`src/rtl/sm4_pkg.sv`:
```
// rtl/sm4_pkg.sv - shared SM4 constants, FSM state type and byte S-box
package sm4_pkg;

  localparam logic [31:0] FK0 = 32'hA3B1BAC6;
  localparam logic [31:0] FK1 = 32'h56AA3350;
  localparam logic [31:0] FK2 = 32'h677D9197;
  localparam logic [31:0] FK3 = 32'hB27022DC;

  localparam int SM4_ROUNDS = 32;

  typedef enum logic {IDLE = 1'b0, RUN = 1'b1} state_t;

  // Entry 0 sits in the top byte so the table reads in the usual row order.
  localparam logic [2047:0] SM4_SBOX = {
    128'hd690e9fecce13db716b614c228fb2c05, 128'h2b679a762abe04c3aa44132649860699,
    128'h9c4250f491ef987a33540b43edcfac62, 128'he4b31ca9c908e89580df94fa758f3fa6,
    128'h4707a7fcf37317ba83593c19e6854fa8, 128'h686b81b27164da8bf8eb0f4b70569d35,
    128'h1e240e5e6358d1a225227c3b01217887, 128'hd40046579fd327524c3602e7a0c4c89e,
    128'heabf8ad240c738b5a3f7f2cef96115a1, 128'he0ae5da49b341a55ad933230f58cb1e3,
    128'h1df6e22e8266ca60c02923ab0d534e6f, 128'hd5db3745defd8e2f03ff6a726d6c5b51,
    128'h8d1baf92bbddbc7f11d95c411f105ad8, 128'h0ac13188a5cd7bbd2d74d012b8e5b4b0,
    128'h8969974a0c96777e65b9f109c56ec684, 128'h18f07dec3adc4d2079ee5f3ed7cb3948
  };

  function automatic logic [7:0] sm4_sbox(input logic [7:0] i_x);
    return SM4_SBOX[{~i_x, 3'b111} -: 8];
  endfunction

endpackage

```
`src/rtl/sm4_ck.sv`:
```
// rtl/sm4_ck.sv - SM4 CK constant for a round index; byte j = 7*(4i+j) mod 256
module sm4_ck (
  input  logic [4:0]  i_cnt,
  output logic [31:0] o_ck
);

  logic [7:0] w_base;

  assign w_base = {1'b0, i_cnt, 2'b00};
  assign o_ck   = {w_base * 8'd7, (w_base + 8'd1) * 8'd7,
                   (w_base + 8'd2) * 8'd7, (w_base + 8'd3) * 8'd7};

endmodule

```
`src/rtl/sm4_tprime.sv`:
```
// rtl/sm4_tprime.sv - key-schedule T': byte-wise S-box followed by L' (rotates 13 and 23)
module sm4_tprime
  import sm4_pkg::*;
(
  input  logic [31:0] i_x,
  output logic [31:0] o_y
);

  logic [31:0] w_b;

  assign w_b = {sm4_sbox(i_x[31:24]), sm4_sbox(i_x[23:16]),
                sm4_sbox(i_x[15:8]),  sm4_sbox(i_x[7:0])};
  assign o_y = w_b ^ {w_b[18:0], w_b[31:19]} ^ {w_b[8:0], w_b[31:9]};

endmodule

```
`src/rtl/sm4_key_sched.sv`:
```
// rtl/sm4_key_sched.sv - SM4 key expansion, one round per cycle, with a 32-entry round-key file
module sm4_key_sched
  import sm4_pkg::*;
(
  input  logic         clk,
  input  logic         rst,
  input  logic         key_valid,
  output logic         key_ready,
  input  logic [127:0] key,
  output logic         rk_valid,
  output logic [31:0]  rk_out,
  output logic [4:0]   rk_idx,
  output logic         done,
  output logic         keys_ok,
  input  logic [4:0]   rd_idx,
  input  logic         rd_dec,
  output logic [31:0]  rk_rd
);

  state_t      r_state;
  logic [4:0]  r_cnt;
  logic [31:0] r_k0, r_k1, r_k2, r_k3;
  logic [31:0] r_file [SM4_ROUNDS];
  logic        r_rk_valid, r_done, r_keys_ok;
  logic [31:0] r_rk_out, r_rk_rd;
  logic [4:0]  r_rk_idx;

  logic        w_accept;
  logic [31:0] w_ck, w_t, w_tp, w_rk;
  logic [4:0]  w_rd_sel;

  sm4_ck u_ck (
    .i_cnt (r_cnt),
    .o_ck  (w_ck)
  );

  sm4_tprime u_tprime (
    .i_x (w_t),
    .o_y (w_tp)
  );

  assign key_ready = (r_state == IDLE);
  assign w_accept  = key_valid & key_ready;
  assign w_t       = r_k1 ^ r_k2 ^ r_k3 ^ w_ck;
  assign w_rk      = r_k0 ^ w_tp;
  assign w_rd_sel  = rd_dec ? (5'd31 - rd_idx) : rd_idx;

  always_ff @(posedge clk) begin
    if (rst) begin
      r_state    <= IDLE;
      r_cnt      <= 5'd0;
      r_rk_valid <= 1'b0;
      r_rk_out   <= 32'd0;
      r_rk_idx   <= 5'd0;
      r_done     <= 1'b0;
      r_keys_ok  <= 1'b0;
      r_rk_rd    <= 32'd0;
    end else begin
      r_rk_valid <= 1'b0;
      r_done     <= 1'b0;
      r_rk_rd    <= r_file[w_rd_sel];
      if (r_state == IDLE) begin
        if (w_accept) begin
          r_state   <= RUN;
          r_cnt     <= 5'd0;
          r_keys_ok <= 1'b0;
        end
      end else begin
        r_rk_valid <= 1'b1;
        r_rk_out   <= w_rk;
        r_rk_idx   <= r_cnt;
        r_cnt      <= r_cnt + 5'd1;
        if (r_cnt == 5'd31) begin
          r_state   <= IDLE;
          r_done    <= 1'b1;
          r_keys_ok <= 1'b1;
        end
      end
    end
  end

  // Window and file carry no reset: keys_ok gates whether their contents mean anything.
  always_ff @(posedge clk) begin
    if (w_accept) begin
      r_k0 <= key[127:96] ^ FK0;
      r_k1 <= key[95:64]  ^ FK1;
      r_k2 <= key[63:32]  ^ FK2;
      r_k3 <= key[31:0]   ^ FK3;
    end else if (r_state == RUN) begin
      r_k0 <= r_k1;
      r_k1 <= r_k2;
      r_k2 <= r_k3;
      r_k3 <= w_rk;
    end
    if (r_state == RUN) begin
      r_file[r_cnt] <= w_rk;
    end
  end

  assign rk_valid = r_rk_valid;
  assign rk_out   = r_rk_out;
  assign rk_idx   = r_rk_idx;
  assign done     = r_done;
  assign keys_ok  = r_keys_ok;
  assign rk_rd    = r_rk_rd;

endmodule

```
`config.mk`:
```
export PLATFORM = sky130hd
export DESIGN_NAME = sm4_key_sched
export DESIGN_NICKNAME = d
export VERILOG_FILES = /design/src/rtl/sm4_pkg.sv /design/src/rtl/sm4_ck.sv /design/src/rtl/sm4_tprime.sv /design/src/rtl/sm4_key_sched.sv
export SDC_FILE = /design/constraint.sdc
export NUM_CORES = 2
export LEC_CHECK = 0
export ABC_AREA = 1
export BUFFER_PORTS_ARGS = -buffer_cell sky130_fd_sc_hd__buf_4
export CORE_ASPECT_RATIO = 1.75
export CORE_MARGIN = 2
export CORE_UTILIZATION = 35
export CTS_CLUSTER_DIAMETER = 50
export CTS_CLUSTER_SIZE = 16
export DETAILED_ROUTE_END_ITERATION = 16
export PLACE_DENSITY_LB_ADDON = 0.05
export SLEW_MARGIN = 20
export SYNTH_ARGS = -nofsm -noshare
export SYNTH_HDL_FRONTEND = slang
export SYNTH_SLANG_ARGS = --single-unit
```
`constraint.sdc`:
```
create_clock -name clk -period 4.33 [get_ports clk]
set_clock_uncertainty 0.15 [all_clocks]
set_input_delay 0 -clock clk [delete_from_list [all_inputs] [get_ports clk]]
set_output_delay 0 -clock clk [all_outputs]
set_load 0.005 [all_outputs]
```
; Word-level counts from Yosys, hierarchy flattened
; Memory sizes are Yosys's and may differ from the RTL's. A register that Yosys moved wholly into a read port is not among the register bits.
; Index checks and enable logic that the tools add are counted.
[op_classes]
n_addsub = 5
multipliers = 4
n_div = 0
n_lt_le_gt_ge = 0
n_eq_ne = 2
shift = 4
mux = 20
bitwise = 16
reduce_logical = 3
[ops]
columns = operator, n
row1 = $shiftx 2055x12->8 const A, 4
row2 = $mux 32, 8
row3 = $xor 32x32->32, 6
row4 = $not 8->8, 4
row5 = $not 14->14, 2
row6 = $mul 8x3->8 const B, 3
row7 = $not 19->19, 1
row8 = $not 17->17, 1
row9 = $add 7x2->8 const B, 2
row10 = $mux 5, 3
row11 = $mux 1, 9
row12 = $add 7x1->8 const B, 1
row13 = $mul 5x3->6 const B, 1
row14 = $add 5x1->5 const B, 1
row15 = $eq 5x5->1 const B, 1
row16 = $sub 5x5->5 const A, 1
row17 = $ne 2x1->1 const B, 1
row18 = $reduce_and 2->1, 1
row19 = $reduce_bool 2->1, 1
row20 = $reduce_or 2->1, 1
row21 = $and 1x1->1, 1
row22 = $not 1->1, 1
[word_totals]
register_bits = 174
latch_bits = 0
ram_bits = 1024
rom_bits = 0
output_inout_bits = 73
mem_count = 1
[mem_list]
columns = memory, words, word_bits, read_ports, rd_clocked_by_memory_dff, write_ports, line
row1 = r_file, 32, 32, 1, 1, 1, sm4_key_sched.sv:23  ; logic [31:0] r_file [SM4_ROUNDS];

; Logic depth before layout (Yosys ltp)
[logic_depth]
word_depth = 10
mapped_depth = 27
depth_no_buf = 26

; Modules after synthesis
; From an unflattened synthesis, not the netlist that was laid out.
[hier_totals]
cells_unflattened = 8005
area_unflattened_um2 = 67722.5
[modules_own_cells]
columns = mod, n_inst, cells_each, area_per_inst_um2, seq_area_each_um2
row1 = sm4_key_sched, 1, 5060, 53764.1, 36154.7
row2 = sm4_tprime, 1, 2856, 13264.0, 0.0
row3 = sm4_ck, 1, 89, 694.4, 0.0

; Worst setup path after synthesis
; Ideal clock, no wire load.
[synth_timing]
path_type = reg-to-reg
start = reg r_cnt[0]
end = reg r_k3[20], data pin
setup_time_ns = 0.256
t_arrival_ns = 3.739
required_time_ns = 3.924
path_slack_ns = 0.184
path_stages_with_launch = 19
period_less_slack_ns = 4.146
path_cell_list = dfxtp_1 > fa_1 > nand2_1 > fa_1 > xor2_1 > xor2_1 > buf_2 > buf_1 > nand3_1 > nand3_1 > nand3_1 > nand2_1 > inv_1 > nand2_1 > nand2_1 > nand2_1 > nand2_1 > nand2_1 > nand2_1
[synth_between]
elab_chain_len = 10
elab_cells_between_ends = 17
[synth_rtl]
columns = item, line
row1 = "start, declared", sm4_key_sched.sv:21  ; logic [4:0] r_cnt;
row2 = "start signal, assigned", sm4_key_sched.sv:72  ; r_cnt <= r_cnt + 5'd1;
row3 = $add 7x1->8 or $add 7x2->8 (tied branches), "sm4_ck.sv:10, sm4_ck.sv:11"
row4 = "$mul 8x3->8, on equally long branches", "sm4_ck.sv:10, sm4_ck.sv:11"
row5 = $xor 32x32->32 (*), sm4_key_sched.sv:44  ; assign w_t = r_k1 ^ r_k2 ^ r_k3 ^ w_ck;
row6 = $not 8->8, sm4_pkg.sv:26  ; return SM4_SBOX[{~i_x, 3'b111} -: 8];
row7 = $shiftx 2055x12->8, sm4_pkg.sv:26
row8 = $xor 32x32->32, sm4_tprime.sv:13  ; assign o_y = w_b ^ {w_b[18:0], w_b[31:19]} ^ {w_b[8:0], w_b[31:9]};
row9 = $xor 32x32->32 (*), sm4_tprime.sv:13
row10 = $xor 32x32->32 (*), sm4_key_sched.sv:45  ; assign w_rk = r_k0 ^ w_tp;
row11 = net w_rk[20], sm4_key_sched.sv:29  ; logic [31:0] w_ck, w_t, w_tp, w_rk;
row12 = $mux 32 (*), sm4_key_sched.sv:89  ; end else if (r_state == RUN) begin
row13 = $mux 32 (*), sm4_key_sched.sv:84  ; if (w_accept) begin
row14 = "end signal, assigned", sm4_key_sched.sv:88  ; r_k3 <= key[31:0] ^ FK3;
row15 = "end signal, assigned", sm4_key_sched.sv:93  ; r_k3 <= w_rk;
row16 = "end, declared", sm4_key_sched.sv:22  ; logic [31:0] r_k0, r_k1, r_k2, r_k3;
; The timed path passes the listed nets; every way through them passes the cells marked *. The select of a mux whose other input is x is not followed.
; A chain may end at the register's enable or synchronous reset.

; Worst setup path in the final report
[layout_timing]
start = reg r_cnt[1]
end = mem r_file[1][22], data pin
[layout_between]
elab_chain_len = 8
elab_cells_between_ends = 15
[layout_rtl]
columns = item, line
row1 = $add 7x1->8 or $add 7x2->8 (tied branches), "sm4_ck.sv:10, sm4_ck.sv:11"
row2 = "$mul 8x3->8, on equally long branches", "sm4_ck.sv:10, sm4_ck.sv:11"
row3 = $xor 32x32->32 (*), sm4_key_sched.sv:44
row4 = $not 8->8, sm4_pkg.sv:26
row5 = $shiftx 2055x12->8, sm4_pkg.sv:26
row6 = $xor 32x32->32, sm4_tprime.sv:13
row7 = $xor 32x32->32 (*), sm4_tprime.sv:13
row8 = $xor 32x32->32 (*), sm4_key_sched.sv:45
row9 = net w_rk[22], sm4_key_sched.sv:29
row10 = "end, declared", sm4_key_sched.sv:23
; The timed path passes the listed nets; every way through them passes the cells marked *.

==> impl_metrics.csv <==
group,metric,value,unit
outcome,outcome,"finished with violations",
outcome,violations,"setup timing",
clock_network,clock_insertion_delay_worst_skew,0.77,ns
worst_setup_path,slowest_stage_delay_cp,0.63,ns
clock_network,cts_tree,"done",
routing,wl_per_cell,27.89,µm
worst_hold_path,worst_hold_path_type,"in -> reg",
synth,syn-num-nets,7020,
floorplan,die_height,571.1,µm
cells_and_area,n_fill_cell,17810,
clock_network,cts_inserted_buffers,106,
cells_and_area,design.final.nets,7987,
floorplan,floorplan.die_area,187300,µm²
worst_setup_path,worstSetupEndpoint,"r_file[1][22]$_DFFE_PP_",
routing,route.vias.total,56681,
timing,final_hold_viol_count,0,
synth,synth.area.top_cells,"sky130_fd_sc_hd__edfxtp_1 (54%), sky130_fd_sc_hd__nand2_1 (11%), sky130_fd_sc_hd__nand3_1 (8.8%)",
clock_network,clock_pin_transition_on_the_worst_setup_and_hold_timing_paths,0.07,ns
worst_setup_path,cp-end-kind,"flip-flop",
global_route,grt_pass1_vias,57011,
floorplan,core.rowCount,208,
timing,worst_slew_pin_slew,1.035,ns
synth,postSynthCellCount,6826,
worst_setup_path,crit_type,"reg -> reg",
global_route,gr-usage-all-layers,0.3005,
placement,place.port_buffers,209,
global_route,grt_max_degree,109,
synth,number_of_enable_flip_flop_cells_after_synthesis,1152,
timing,report.final.setup_viol,47,
routing,route.detailed.drc,0,
synth,avg_cell_area_syn,9.421,µm²
timing,maxSlewViolCount,0,
synth,postSynth.asyncResetShare,0,
synth,dominant_register_cell_in_the_synthesized_netlist,"sky130_fd_sc_hd__edfxtp_1",
worst_setup_path,regToRegStartpoint,"r_cnt[1]$_SDFFE_PP0P_",
floorplan,boundaryPins,210,
cells_and_area,area_growth,26.68,%
worst_setup_path,worst_setup_slack_for_register_to_register_paths,-0.08,ns
worst_setup_path,setup.worst_path.start,"r_cnt[1]$_SDFFE_PP0P_",
timing,finalCritPeriodShare,1.018,
job,max_cap_viol_count,0,
routing,totalWireLength,287300,µm
cells_and_area,final_cell_count_no_fill,10301,
routing,detailedRoute.firstIterationViolations,4660,
floorplan,fp.dieW,328.0,µm
clock_network,clk_path_buf_depth,3,
worst_setup_path,critical-path-top-delay-family,"adder cells",
placement,post-dp-hpwl,204800,µm
synth,syn-cell-area,64310,µm²
placement,placed_cells_incl_taps,9802,
clock_network,cts_sinks,1230,
worst_setup_path,crit_slowest_cell,"sky130_fd_sc_hd__fa_2",
worst_setup_path,worst_setup_path_start_kind,"flip-flop",
worst_setup_path,ff2ff_path_depth,21,
routing,drt_pass1_iterations,6,
worst_setup_path,crit_required,4.67,ns
routing,route.detailed.vias_per_inst,5.502,
timing,maxClockFrequency,0.2269,GHz
floorplan,initial_core_util,0.3515,
worst_setup_path,crit_chain,"fa_2 -> nand2_2 -> fa_1 -> xor2_1 -> buf_4 -> xor2_4 -> buf_12 -> o211ai_1 -> nand2_2 -> nand2_1 -> nand3_2 -> nand2_1 -> nand2_1 -> nand2_2 -> buf_4 -> nand2_1 -> nand3_1 -> nand2_2 -> clkinvlp_4 -> buf_12 -> clkbuf_16",
worst_setup_path,timing.critical_path.fanout_max,8,
clock_network,cts_root_buffer,"sky130_fd_sc_hd__clkbuf_16",
synth,synth_commonest_cells,"sky130_fd_sc_hd__nand2_1 (1826), sky130_fd_sc_hd__edfxtp_1 (1152), sky130_fd_sc_hd__nand3_1 (1134), sky130_fd_sc_hd__nor2_1 (524), sky130_fd_sc_hd__o21ai_0 (416)",
routing,routed_antenna_nets,0,
global_route,grt_overflow_total,0,
global_route,grt_antenna_before_repair,7,
clock_network,htree_num_levels,3,
placement,routabilityCongestion,0.9924,
synth,post_synth_num_cell_types,49,
worst_setup_path,worstPathBufferInverterCount,6,
worst_setup_path,critical_path_arrival,4.75,ns
timing,fin_crit,4.407,ns
synth,synth.most_common_cell,"sky130_fd_sc_hd__nand2_1",
worst_setup_path,cp.depth,21,
synth,synth.yosys.seq_area_share,0.5622,
worst_setup_path,endpoint_of_the_lowest_slack_register_to_register_path,"r_file[1][22]$_DFFE_PP_",
synth,synth_top_area_share,0.5379,
cells_and_area,layout-drive-gt1-share,0.1869,
global_route,global_route_wire_length_before_repair,405900,µm
floorplan,core,183000,µm²
synth,synth_largest_area_cell,"sky130_fd_sc_hd__edfxtp_1",
timing,relSlewSlack,0.3065,
synth,postSynthRegisterBits,1230,
synth,synth_warnings,0,
worst_hold_path,worst_hold_depth,4,
timing,unrepaired_setup_endpoints_after_global_routing,"yes",
timing,layout_setup_ws,-0.07693,ns
-- placed cells by master (no fill, tap or decap), types with 75 or more instances in the layout --
master,n
sky130_fd_sc_hd__dfxtp_1,75
sky130_fd_sc_hd__o221ai_1,223
sky130_fd_sc_hd__edfxtp_1,1152
sky130_fd_sc_hd__nand2_1,1786
sky130_fd_sc_hd__nor2_1,488
sky130_fd_sc_hd__buf_12,119
sky130_fd_sc_hd__nand2_2,93
sky130_fd_sc_hd__mux2i_1,224
sky130_fd_sc_hd__inv_1,249
sky130_fd_sc_hd__buf_4,876
sky130_fd_sc_hd__dlygate4sd3_1,286
sky130_fd_sc_hd__nand3_1,1113
sky130_fd_sc_hd__clkbuf_16,109
sky130_fd_sc_hd__o21ai_0,416
-- cells by family after synthesis --
group / synth area share
AND/OR/NAND/NOR: 0.2460
flip-flops: 0.5622
AO/OA/AOI/OAI: 0.08561
buffers and inverters: 0.05031
multiplexers: 0.03502
XOR/XNOR: 0.008969
adder cells (fa/ha/maj): 0.01191
-- area by class of cell --
type	instances	area [µm²]	area share
antenna	6	15.01	0.0001843
sequential	1230	36160	0.4439
clock buffer	144	2867	0.03519
tap	2415	3022	0.03709
clock inverter	51	678.2	0.008324
inverter	296	1150	0.01411
timing repair buffer	1293	12020	0.1475
multi-input combinational	4866	25560	0.3137
-- tightest hold or removal path: stages --
cell and delay (ns):
sky130_fd_sc_hd__dlygate4sd3_1 0.57, sky130_fd_sc_hd__buf_4 0.12, sky130_fd_sc_hd__nand2_1 0.04, sky130_fd_sc_hd__o21ai_0 0.06
-- stage by stage --
step / hold slack [ns] / utilization / cell area [µm²] / worst slack (ns) / setup TNS, ns
floorplan: 0.02346 / - / 64310 / 0.1845 / 0
CTS: 0.003528 / 0.4434 / 81120 / 0.0006062 / 0
global placement: 0.1207 / 0.4074 / 74530 / -0.2576 / -81.55
detailed placement: 0.1221 / 0.4074 / 74530 / -0.3414 / -100.43
finish: 0.03275 / 0.4453 / 81470 / -0.07693 / -2.116
global route: 0.02241 / 0.4453 / 81460 / -0.2422 / -57.59
-- metal layers --
metal	vias up	part of all wire	GRT usage	wire [µm]
met1	27972	0.36	0.3270	104400
met3	703	0.042	0.03159	12100
met4	0	0.071	0.1848	20480
met2	2005	0.52	0.5551	150400
li1	26001	-	-	-
met5	-	0	0	0
-- what timing repair did --
item,in CTS,in global routing
hold buffers,286,0
setup endpoints to repair,731,1069
resized for setup,38,57
gates cloned,1,3
endpoints found under the hold margin,185,0
pin swaps,3,7
setup buffers,1,7
-- worst min-delay path by stage --
stage                          from                 end  slack, ns
after CTS                   key[98]   r_k0[2]$_DFFE_PP_      0.004
after detailed placement    key[84]  r_k1[20]$_DFFE_PP_       0.12
after global routing        key[99]   r_k0[3]$_DFFE_PP_       0.02
final                       key[67]   r_k1[3]$_DFFE_PP_       0.03
after floorplan           key_valid  r_state$_SDFF_PP0_       0.02
after global placement      key[84]  r_k1[20]$_DFFE_PP_       0.12
-- state kept, by name, summed over array words and instances (netlist names) --
signal    cells
rk_out       32
rk_idx        5
r_state       1
rk_rd        32
r_k3         32
r_file     1024
rk_valid      1
r_k0         32
done          1
r_cnt         5
r_k2         32
keys_ok       1
r_k1         32
Power is not shown: default switching activity piles up to over one toggle a cycle in this logic, so the estimate is an artifact.
